--- src/rtl/common_bus_datapath.sv ---
// Eight-bit common-bus datapath: PC, IR, 8x8 register file, ALU operand latches
// and flags, all loaded from one shared bus under microcode sequencer strobes.
package common_bus_pkg;
    typedef enum logic [2:0] {
        DB_ZERO      = 3'd0,
        DB_IR_R1     = 3'd1,
        DB_IR_R2     = 3'd2,
        DB_IR_RD     = 3'd3,
        DB_RF        = 3'd4,
        DB_ALU       = 3'd5,
        DB_PC_PLUS_4 = 3'd6
    } data_bus_t;
endpackage

module common_bus_datapath
    import common_bus_pkg::*;
(
    input  logic        clock,
    input  logic        reset_n,
    input  data_bus_t   data_bus_sel,
    input  logic        pc_load_en,
    input  logic        ir_load_en,
    input  logic        rf_write_read,
    input  logic        alu_src1_load_en,
    input  logic        alu_src2_load_en,
    input  logic        sel_field_load_en,
    input  logic [15:0] instr_data,
    output logic [7:0]  instr_addr,
    output logic        imm_instruction,
    output logic [7:0]  bus_value,
    output logic        zero_flag,
    output logic        carry_flag
);
    logic [7:0]  pc_q, pc_d;
    logic [15:0] ir_q, ir_d;
    logic [7:0]  rf_q [8];
    logic [7:0]  rf_d [8];
    logic [7:0]  src1_q, src1_d;
    logic [7:0]  src2_q, src2_d;
    logic [2:0]  sel_field_q, sel_field_d;
    logic        zero_q, zero_d;
    logic        carry_q, carry_d;

    logic [2:0]  alu_op_s;
    logic [2:0]  rd_s;
    logic [2:0]  r1_s;
    logic [5:0]  imm6_s;
    logic [8:0]  sum_s;
    logic [7:0]  alu_result_s;
    logic        alu_carry_s;
    logic [7:0]  bus_s;

    assign alu_op_s = ir_q[15:13];
    assign rd_s     = ir_q[11:9];
    assign r1_s     = ir_q[8:6];
    assign imm6_s   = ir_q[5:0];

    // ALU result and carry/borrow from the operand latches and the IR opcode
    always_comb begin
        sum_s        = {1'b0, src1_q} + {1'b0, src2_q};
        alu_result_s = 8'h00;
        alu_carry_s  = 1'b0;
        case (alu_op_s)
            3'd0: begin
                alu_result_s = sum_s[7:0];
                alu_carry_s  = sum_s[8];
            end
            3'd1: begin
                alu_result_s = src1_q - src2_q;
                alu_carry_s  = (src1_q < src2_q);
            end
            3'd2:    alu_result_s = src1_q & src2_q;
            3'd3:    alu_result_s = src1_q | src2_q;
            3'd4:    alu_result_s = src1_q ^ src2_q;
            3'd5:    alu_result_s = src1_q << src2_q[2:0];
            3'd6:    alu_result_s = src1_q >> src2_q[2:0];
            3'd7:    alu_result_s = src2_q;
            default: alu_result_s = 8'h00;
        endcase
    end

    // Common-bus source multiplexer; unused encodings drive zero
    always_comb begin
        bus_s = 8'h00;
        case (data_bus_sel)
            DB_ZERO:      bus_s = 8'h00;
            DB_IR_R1:     bus_s = {5'b00000, r1_s};
            DB_IR_R2:     bus_s = {2'b00, imm6_s};
            DB_IR_RD:     bus_s = {5'b00000, rd_s};
            DB_RF:        bus_s = rf_q[sel_field_q];
            DB_ALU:       bus_s = alu_result_s;
            DB_PC_PLUS_4: bus_s = pc_q + 8'd4;
            default:      bus_s = 8'h00;
        endcase
    end

    // Next-state: every strobe samples the same pre-edge bus and sel_field
    always_comb begin
        pc_d        = pc_q;
        ir_d        = ir_q;
        rf_d        = rf_q;
        src1_d      = src1_q;
        src2_d      = src2_q;
        sel_field_d = sel_field_q;
        zero_d      = zero_q;
        carry_d     = carry_q;
        if (pc_load_en) pc_d = bus_s;
        else            pc_d = pc_q;
        if (ir_load_en) ir_d = instr_data;
        else            ir_d = ir_q;
        if (alu_src1_load_en) src1_d = bus_s;
        else                  src1_d = src1_q;
        if (alu_src2_load_en) src2_d = bus_s;
        else                  src2_d = src2_q;
        if (sel_field_load_en) sel_field_d = bus_s[2:0];
        else                   sel_field_d = sel_field_q;
        if (rf_write_read) rf_d[sel_field_q] = bus_s;
        else               rf_d = rf_q;
        // Flags only move on an ALU writeback
        if (rf_write_read && (data_bus_sel == DB_ALU)) begin
            zero_d  = (alu_result_s == 8'h00);
            carry_d = alu_carry_s;
        end else begin
            zero_d  = zero_q;
            carry_d = carry_q;
        end
    end

    // State registers with asynchronous clear
    always_ff @(posedge clock or negedge reset_n) begin
        if (!reset_n) begin
            pc_q        <= 8'h00;
            ir_q        <= 16'h0000;
            for (int i = 0; i < 8; i++) rf_q[i] <= 8'h00;
            src1_q      <= 8'h00;
            src2_q      <= 8'h00;
            sel_field_q <= 3'b000;
            zero_q      <= 1'b0;
            carry_q     <= 1'b0;
        end else begin
            pc_q        <= pc_d;
            ir_q        <= ir_d;
            for (int i = 0; i < 8; i++) rf_q[i] <= rf_d[i];
            src1_q      <= src1_d;
            src2_q      <= src2_d;
            sel_field_q <= sel_field_d;
            zero_q      <= zero_d;
            carry_q     <= carry_d;
        end
    end

    assign instr_addr      = pc_q;
    assign imm_instruction = ir_q[12];
    assign bus_value       = bus_s;
    assign zero_flag       = zero_q;
    assign carry_flag      = carry_q;
endmodule

--- config.mk ---
export PLATFORM = sky130hd
export DESIGN_NAME = common_bus_datapath
export DESIGN_NICKNAME = d
export VERILOG_FILES = /design/src/rtl/common_bus_datapath.sv
export SDC_FILE = /design/constraint.sdc
export NUM_CORES = 1
export LEC_CHECK = 0
export CELL_PAD_IN_SITES_DETAIL_PLACEMENT = 1
export CELL_PAD_IN_SITES_GLOBAL_PLACEMENT = 1
export CORE_MARGIN = 1.5
export CORE_UTILIZATION = 42
export DETAILED_ROUTE_END_ITERATION = 7
export GPL_TIMING_DRIVEN = 0
export PLACE_DENSITY = 0.88
export SYNTH_ARGS = -nofsm -noshare
export SYNTH_HDL_FRONTEND = slang
export SYNTH_SLANG_ARGS = --single-unit
export TNS_END_PERCENT = 5
--- constraint.sdc ---
create_clock -name clock -period 3.34 [get_ports clock]
set_clock_uncertainty 0.2 [all_clocks]
set_input_delay 0.668 -clock clock [delete_from_list [all_inputs] [get_ports clock]]
set_output_delay 0.668 -clock clock [all_outputs]
set_load 0.005 [all_outputs]
Yosys cells after proc, flatten, opt, wreduce, memory -nomap -nowiden
Index checks and enable logic that the tools add are counted.

operators by class
  add/subtract/negate cells = 3
  magnitude comparators = 3
  equality and inequality tests = 13
  shift operators = 2
  multiplexer cells = 9
  bitwise gates (word level) = 4
  reductions and logical operators = 4

operators by type and width
  kind                                                       number
  bitwise mux 64 bit                                         1
  one-hot mux 8 bit (8 select lines)                         1
  one-hot mux 8 bit (6 select lines)                         1
  binary-select mux 8 bit (select 3 bit)                     1
  demux 8 bit (select 3 bit)                                 1
  2-to-1 mux 8 bit                                           3
  equality test 3 bit (second input constant)                7
  equality test 3 x 2 -> 1 bit (second input constant)       4
  adder 8 x 8 -> 9 bit                                       1
  adder 8 x 3 -> 8 bit (second input constant)               1
  bitwise AND 8 bit                                          1
  logical NOT 8 bit                                          1
  < comparator 8 bit                                         1
  OR 8 bit                                                   1
  << shifter 8 x 3 -> 8 bit                                  1
  >> shifter 8 x 3 -> 8 bit                                  1
  subtractor 8 bit                                           1
  XOR 8 bit                                                  1
  equality test 3 x 1 -> 1 bit (second input constant)       2
  greater-or-equal comparator 4 bit (second input constant)  1
  < comparator 4 x 1 -> 1 bit (second input constant)        1
  NOT 3 -> 4 bit                                             1
  logical NOT 3 bit                                          1
  logical AND 1 bit                                          2
  one-hot mux 1 bit (2 select lines)                         1

storage, ports and cells
  register bits = 109
  output and inout port bits = 19
  logic and storage cells = 53

Logic depth before layout (Yosys ltp)
Gate-level depths: netlist (run 1).

  word-level depth = 6
  mapped depth = 12
  depth with buffers taken out = 10

Worst setup path before layout (run 1)
OpenSTA, ideal clock, no wires.

  path type = register -> output
  start = register src2_q[1]
  end = output bus_value[5]
  arrival = 2.804 ns
  required time = 2.472 ns
  slack = -0.332 ns
  stages on the path, launching flop included = 13
  cells stage by stage = dfrtp_1 > buf_2 > buf_2 > inv_1 > ha_1 > o21ba_2 > or4_1 > nand2_1 > mux2i_1 > o22ai_1 > mux2_2 > clkbuf_1 > o21ai_1

between the ends
  cells in the longest elaborated chain, start to end = 3
  elaborated cells on any way between the ends = 6
  classes of those cells = 2 x add/sub; 2 x shift; 2 x mux

RTL lines
  item                                      RTL line  RTL
  from (decl)                               39        logic [7:0] src2_q, src2_d;
  from (signal assigned)                    145       src2_q <= src2_d;
  subtractor 8 bit (tied with other cells)  69        alu_result_s = src1_q - src2_q;
  one-hot mux 8 bit (8 select lines) *      63        case (alu_op_s)
  one-hot mux 8 bit (6 select lines) *      85        case (data_bus_sel)
  to (decl)                                 30        output logic [7:0] bus_value,

Mark *: on every way between the ends. The rest lies on a longest branch, timed or not.

Final worst setup path (run 1)
  start = register src1_q[1]
  end = output bus_value[4]

between the ends
  cells in the longest elaborated chain, start to end = 3
  elaborated cells on any way between the ends = 6
  classes of those cells = 2 x add/sub; 2 x shift; 2 x mux

RTL lines
  item                                      RTL line  RTL
  from (decl)                               38        logic [7:0] src1_q, src1_d;
  from (signal assigned)                    144       src1_q <= src1_d;
  subtractor 8 bit (tied with other cells)  69
  one-hot mux 8 bit (8 select lines) *      63
  one-hot mux 8 bit (6 select lines) *      85

Marked as above.

==> results of run 1 <==
## kinds of logic after synthesis
logic type,after synthesis
simple gates,235
compound gates,230
flops,109
buf+inv,95
mux,59
fa+ha+maj,28
xor+xnor,9
## final cells by class
| class | instances | area, sq um |
|---|---|---|
| plain buffers | 57 | 345 |
| clock buffers | 13 | 260 |
| clock inverters | 3 | 50.0 |
| fillers | 1846 | 7030 |
| inverters | 36 | 153 |
| multi-input cells | 561 | 4170 |
| flip-flops and latches | 109 | 2740 |
| well taps | 216 | 270 |
| repair buffers | 111 | 980 |
## where the power goes
part	internal [W]	switching, W
combinational	0.00103	0.00141
sequential	0.00168	0.000280
clock	0.000634	0.000546
total	0.00334	0.00223
## what timing repair did
action / in CTS / in global routing
buffers inserted: 65 / 4
gates resized for setup: 128 / 7
gates cloned: 0 / 0
hold endpoints to repair: 0 / 0
endpoints found under the setup margin: 47 / 30
pin swaps: 32 / 15
## through the flow
step	utilization (%)	worst slack, ns	total power [W]	cell area, sq um	instances
3_3_place_gp	48.2	-2.94	0.00367	7710	1023
4_1_cts	55.6	-0.644	0.00529	8900	1102
5_1_grt	56.0	-0.767	0.00576	8970	1106
6_report	56.0	-0.743	0.00557	8970	1106
2_1_floorplan	-	-0.0133	0.00311	7020	765
3_5_place_dp	48.4	-1.20	0.00376	7740	1024
## sequential cells by signal, summed over array words and instances, names as in the netlist
name and flops:
carry_flag 1, sel_field_q 3, zero_flag 1, src2_q 8, src1_q 8, ir_q 16, instr_addr 8, rf_q 64
## routing by layer
metal / part of all wire, % / track usage, % / vias up
met5: 0 / 0 / -
met4: 6.7 / 21.3 / 0
met1: 38 / 41.8 / 3651
met2: 47 / 57.0 / 515
li1: - / - / 3004
met3: 9.1 / 7.21 / 169
## cells in the final DEF (no fill, tap or decap), drive strengths merged, types with 6 or more instances in the layout
cell           netlist  final
mux2                22     22
clkdlybuf4s50        0     33
o211ai               8      8
o31ai               13     13
o221ai               6      6
dfrtp              109    109
and3                20     20
clkbuf              37     48
buf                 22     96
a211oi              10     10
ha                  26     26
nand2b               7      7
nand2               93     93
a31oi               10     10
a21oi               56     56
nor2b               13     13
a22oi                8      8
nor2                56     56
xnor2                6      6
nor3                 9      9
o21ai               72     72
mux2i               24     24
inv                 36     36
mux4                13     13
nand3               11     11
## final timing paths
kind	slack [ns]	endpoint	cells after the start
max in group asynchronous	2.04	src1_q[5]$_DFFE_PN0P_	2
max reg2reg	-0.60	rf_q[7]$_DFFE_PN0P_	20
max	-0.74	bus_value[4]	12
min	0.10	rf_q[32]$_DFFE_PN0P_	1
min reg2reg	0.28	rf_q[59]$_DFFE_PN0P_	2
min in group clock	0.28	rf_q[59]$_DFFE_PN0P_	2
==> flow_summary.json, run 1 <==
{
  "status": "finished, violations left",
  "failed_checks": "negative setup slack",
  "drc": 0,
  "drt_iter0_markers": 753,
  "syn2layout_area_growth_pct": 29.0,
  "synthTopCellsByCount": "109 x dfrtp_1, 93 x nand2_1, 56 x nor2_1, 52 x a21oi_1, 42 x o21ai_1",
  "post_drt_wl_per_cell_um": 27.3,
  "hold_slack_ns": 0.103,
  "cts_root_buf": "clkbuf_16",
  "synth-compound-area-share_pct": 21.7,
  "post_synth.cell_area_avg_sq_um": 9.08,
  "pin_count": 46,
  "drtAntennaViolNets": 0,
  "min_period_ns": 4.08,
  "grt_pass1_wl_mm": 46.1,
  "hold_viol": 0,
  "viasPerCell": 6.64,
  "grt_start_max_net_pins": 70,
  "grt_antenna_before_repair": 0,
  "min_path_type": "in -> async",
  "power_density_nw_per_um2": 622,
  "slew_headroom_pct": 47.2,
  "cts.path.max_buffers": 2,
  "syn_inst": 765,
  "synth.most_common_cell": "dfrtp_1",
  "ys_top_cells_by_area": "dfrtp_1 39%, nand2_1 5.0%, ha_1 4.7%",
  "synthAdderAreaFrac_pct": 5.26,
  "path_max_fanout": 3,
  "fp-row-count": 46,
  "n_antenna_cell": 0,
  "cts_buffers": 9,
  "syn_nets": 820,
  "netlist.area_leader.share_pct": 39.3,
  "htreeDepth": 3,
  "overflow": 0,
  "yosysWarnings": 0,
  "synth_top_family_by_area": "compound AO/OA/AOI/OAI gates",
  "startpoint_type": "flip-flop",
  "cellLeakagePower_nw": 3.88,
  "synth_flop_cell": "dfrtp_1",
  "fp.dieArea_sq_um": 17300,
  "coreArea_sq_um": 16000,
  "yosysSeqAreaShare_pct": 39.3,
  "hold_buffers": 0,
  "insertion_delay_ns": 0.37,
  "wirelength_mm": 30.1,
  "die_h_um": 132,
  "setup_viol": 13,
  "ys_ff_latch": 109,
  "synth_edf_count": 0,
  "worst_pin_slew_ns": 0.792,
  "cts.sink_count": 109,
  "tns_ns": -6.25,
  "critPathTopFamily": "compound AO/OA/AOI/OAI gates",
  "place_congestion": 0.965,
  "cpMaxStageDelayCell": "dfrtp_2",
  "crit_buf_inv": 5,
  "worstPathArrival_ns": 3.22,
  "r2r-start": "src2_q[2]$_DFFE_PN0P_",
  "start_util_pct": 43.4,
  "worstSetupStartpoint": "src1_q[1]$_DFFE_PN0P_",
  "ys_types": 72,
  "critPathRequiredTime_ns": 2.47,
  "finalCritPeriodShare_pct": 122,
  "num_vias": 7339,
  "port_buffers": 42,
  "synth.area.mux_share_pct": 11.2,
  "syn_area_sq_um": 6950,
  "drive_above_1_share_pct": 26.0,
  "slowest_delay_ns": 0.43,
  "yosysTopAreaCell": "dfrtp_1",
  "grtUsageTotal_pct": 34.7,
  "post-dp-hpwl_mm": 17.3,
  "setup_ws_ns": -0.743,
  "synthSimpleGateAreaFrac_pct": 15.8,
  "drv_cap": 0,
  "die-width_um": 132,
  "grt_pass1_vias": 7723,
  "first_pass_iters": 7,
  "cts_tree": "yes",
  "max_freq_mhz": 245,
  "synthXorXnorAreaFrac_pct": 1.13,
  "grt_setup_unrepaired": "true",
  "vdd_drop_max_v": 0.000325,
  "crit_type": "reg -> out",
  "drv_slew": 0,
  "cp-end-kind": "output port",
  "cp_cell_sequence": "clkinvlp_4, buf_6, fa_2, nor3_4, nor3_4, a211o_1, a221oi_4, a311oi_2, a21oi_2, buf_6, inv_2, buf_2",
  "path_clk_slew_ns": 0.09,
  "async_reset_ff_share_pct": 100,
  "fin_nets": 940
}
Power figures use the tool's default switching activity.
==> run 2: changes to the inputs <==
--- a/config.mk
+++ b/config.mk
@@ -10,8 +10,10 @@
 export CORE_MARGIN = 1.5
 export CORE_UTILIZATION = 42
 export DETAILED_ROUTE_END_ITERATION = 7
+export GPL_ROUTABILITY_DRIVEN = 0
 export GPL_TIMING_DRIVEN = 0
 export PLACE_DENSITY = 0.88
+export SLEW_MARGIN = 20
 export SYNTH_ARGS = -nofsm -noshare
 export SYNTH_HDL_FRONTEND = slang
 export SYNTH_SLANG_ARGS = --single-unit
==> constraint.sdc (replaced) <==
create_clock -name clock -period 3.4 [get_ports clock]
set_clock_uncertainty 0.2 [all_clocks]
set_input_delay 0.68 -clock clock [delete_from_list [all_inputs] [get_ports clock]]
set_output_delay 0.68 -clock clock [all_outputs]
set_load 0.005 [all_outputs]
==> flow_summary.json, run 2 (synthesized netlist as in run 1, its figures left out) <==
{
  "switching_share_pct": 39.9,
  "fp-row-count": 46,
  "fin_nets": 927,
  "r2r-end": "rf_q[43]$_DFFE_PN0P_",
  "max_freq_mhz": 247,
  "path_clk_slew_ns": 0.08,
  "grt_pass1_wl_mm": 44.2,
  "cts.sink_count": 109,
  "worstPathArrival_ns": 3.16,
  "post_drt_wl_per_cell_um": 26.3,
  "r2r-start": "src1_q[3]$_DFFE_PN0P_",
  "failed_checks": "negative setup slack",
  "die-width_um": 132,
  "path_max_fanout": 4,
  "setup_viol": 15,
  "grt_setup_unrepaired": "true",
  "cp_cell_sequence": "buf_6, buf_12, clkinv_8, ha_4, o21ba_4, or4_4, buf_6, nand2_4, mux2i_4, o22ai_4, mux2_4, o21ai_2, buf_2",
  "power_density_nw_per_um2": 600,
  "drv_slew": 0,
  "hold_slack_ns": 0.0602,
  "worstSetupStartpoint": "src2_q[1]$_DFFE_PN0P_",
  "critPathMostFrequentCell": "buf_6",
  "status": "finished, violations left",
  "slowest_delay_ns": 0.51,
  "cpMaxStageDelayCell": "or4_4",
  "port_buffers": 42,
  "finalCritPeriodShare_pct": 119,
  "drt_iter0_markers": 803,
  "htreeDepth": 3,
  "fillCellCount": 1862,
  "startpoint_type": "flip-flop",
  "critPathRequiredTime_ns": 2.52,
  "die_h_um": 132,
  "n_antenna_cell": 0,
  "first_pass_iters": 5,
  "largestRegisters": "rf_q x64, ir_q x16",
  "num_vias": 7195,
  "drtAntennaViolNets": 0,
  "syn2layout_area_growth_pct": 28.3,
  "slew_headroom_pct": 42.8,
  "grtUsageTotal_pct": 33.2,
  "viasPerCell": 6.59,
  "fin_util_pct": 55.7,
  "crit_type": "reg -> out",
  "largest_register": "rf_q",
  "largest_reg_flops": 64,
  "instances_no_fill": 1092,
  "fp.dieArea_sq_um": 17300,
  "hold_buffers": 0,
  "drv_cap": 0,
  "setup_ws_ns": -0.641,
  "dpl.cell_count": 1024,
  "hold_viol": 0,
  "start_util_pct": 43.4,
  "drc": 0,
  "overflow": 0,
  "crit_buf_inv": 5,
  "min_period_ns": 4.04,
  "cts_root_buf": "clkbuf_16",
  "critPathTopFamily": "multiplexers",
  "rr_worst_depth": 17,
  "coreArea_sq_um": 16000,
  "post-dp-hpwl_mm": 17.2,
  "pin_count": 46,
  "grt_pass1_vias": 7388,
  "vdd_drop_max_v": 0.000358,
  "drive_above_1_share_pct": 25.1,
  "cts_buffers": 9,
  "wirelength_mm": 28.7,
  "tns_ns": -4.67,
  "insertion_delay_ns": 0.37,
  "r2r_setup_slack_ns": -0.10,
  "cp-end-kind": "output port",
  "cts.path.max_buffers": 2,
  "switchingPower_w": 0.00214,
  "clockPowerShare_pct": 20.0,
  "cts_tree": "yes",
  "worst_pin_slew_ns": 0.858,
  "grt_start_max_net_pins": 59,
  "worstSetupEndpoint": "bus_value[5]",
  "cp.depth": 13,
  "final_cell_mix": "101 x dfrtp_1, 90 x nand2_1, 55 x nor2_1",
  "grt_antenna_before_repair": 0,
  "cellLeakagePower_nw": 3.82,
  "final_common_cell": "dfrtp_1",
  "p_int_w": 0.00322,
  "p_comb_share_pct": 44.4,
  "min_path_type": "in -> async",
  "power_frac_seq_pct": 35.6
}
[run 2: layer usage]
layer  share of wire (%)  GRT usage, %  vias to the layer above  routed length (um)
met5                   0             0                        -                   0
met4                 6.0          18.5                        0                1740
met3                 8.8          7.79                      150                2530
met2                  47          53.5                      461               13600
met1                  38          41.1                     3612               10900
li1                    -             -                     2972                   -
[run 2: area by class of cell]
cell class	instances	area, sq um	area share, %
clock inverter	3	26.3	0.295
inverter	36	158	1.77
tap	216	270	3.03
multi-input combinational	561	4210	47.2
clock buffer	12	256	2.88
sequential	109	2740	30.7
buffer	56	345	3.87
timing repair buffer	99	917	10.3
[run 2: power by group through the flow]
stage	combinational [W]	clock, W	sequential (W)
global route	0.00251	0.00113	0.00194
detailed placement	0.00176	0	0.00192
global placement	0.00170	0	0.00190
finish	0.00238	0.00107	0.00190
floorplan	0.00122	0	0.00182
CTS	0.00214	0.00107	0.00189
[run 2: worst min-delay path by stage]
stage	endpoint	slack [ns]	depth (start not counted)	startpoint
after global placement	rf_q[7]$_DFFE_PN0P_	0.26	2	rf_q[7]$_DFFE_PN0P_
final	rf_q[4]$_DFFE_PN0P_	0.06	1	reset_n
after detailed placement	rf_q[40]$_DFFE_PN0P_	0.27	2	rf_q[40]$_DFFE_PN0P_
after global routing	rf_q[12]$_DFFE_PN0P_	0.09	1	reset_n
after CTS	rf_q[12]$_DFFE_PN0P_	0.08	1	reset_n
after floorplan	carry_flag$_DFFE_PN0P_	0.18	0	reset_n
[run 2: worst reg2reg max path, cell delays in order, from the launching register on]
cell	delay (ns)
dfrtp_2	0.44
buf_4	0.19
mux4_2	0.52
and3_4	0.19
a221o_1	0.29
o32ai_4	0.37
a211oi_2	0.15
a21oi_2	0.17
buf_4	0.14
buf_6	0.09
buf_6	0.08
buf_6	0.08
buf_6	0.08
buf_6	0.08
buf_6	0.08
buf_6	0.08
buf_6	0.09
o21ai_2	0.05
[run 2: what timing repair did]
item	in CTS	in global routing
gates cloned	1	0
pin swaps	31	18
setup endpoints to repair	51	32
buffers inserted	45	10
resized for setup	125	23
[run 2: per-stage QoR]
| step | area [sq um] | power, W | worst slack (ns) |
|---|---|---|---|
| finish | 8920 | 0.00535 | -0.641 |
| global route | 8920 | 0.00558 | -0.678 |
| CTS | 8760 | 0.00510 | -0.642 |
| detailed placement | 7730 | 0.00367 | -1.22 |
| global placement | 7700 | 0.00359 | -2.84 |
| floorplan | 7010 | 0.00305 | -0.00559 |
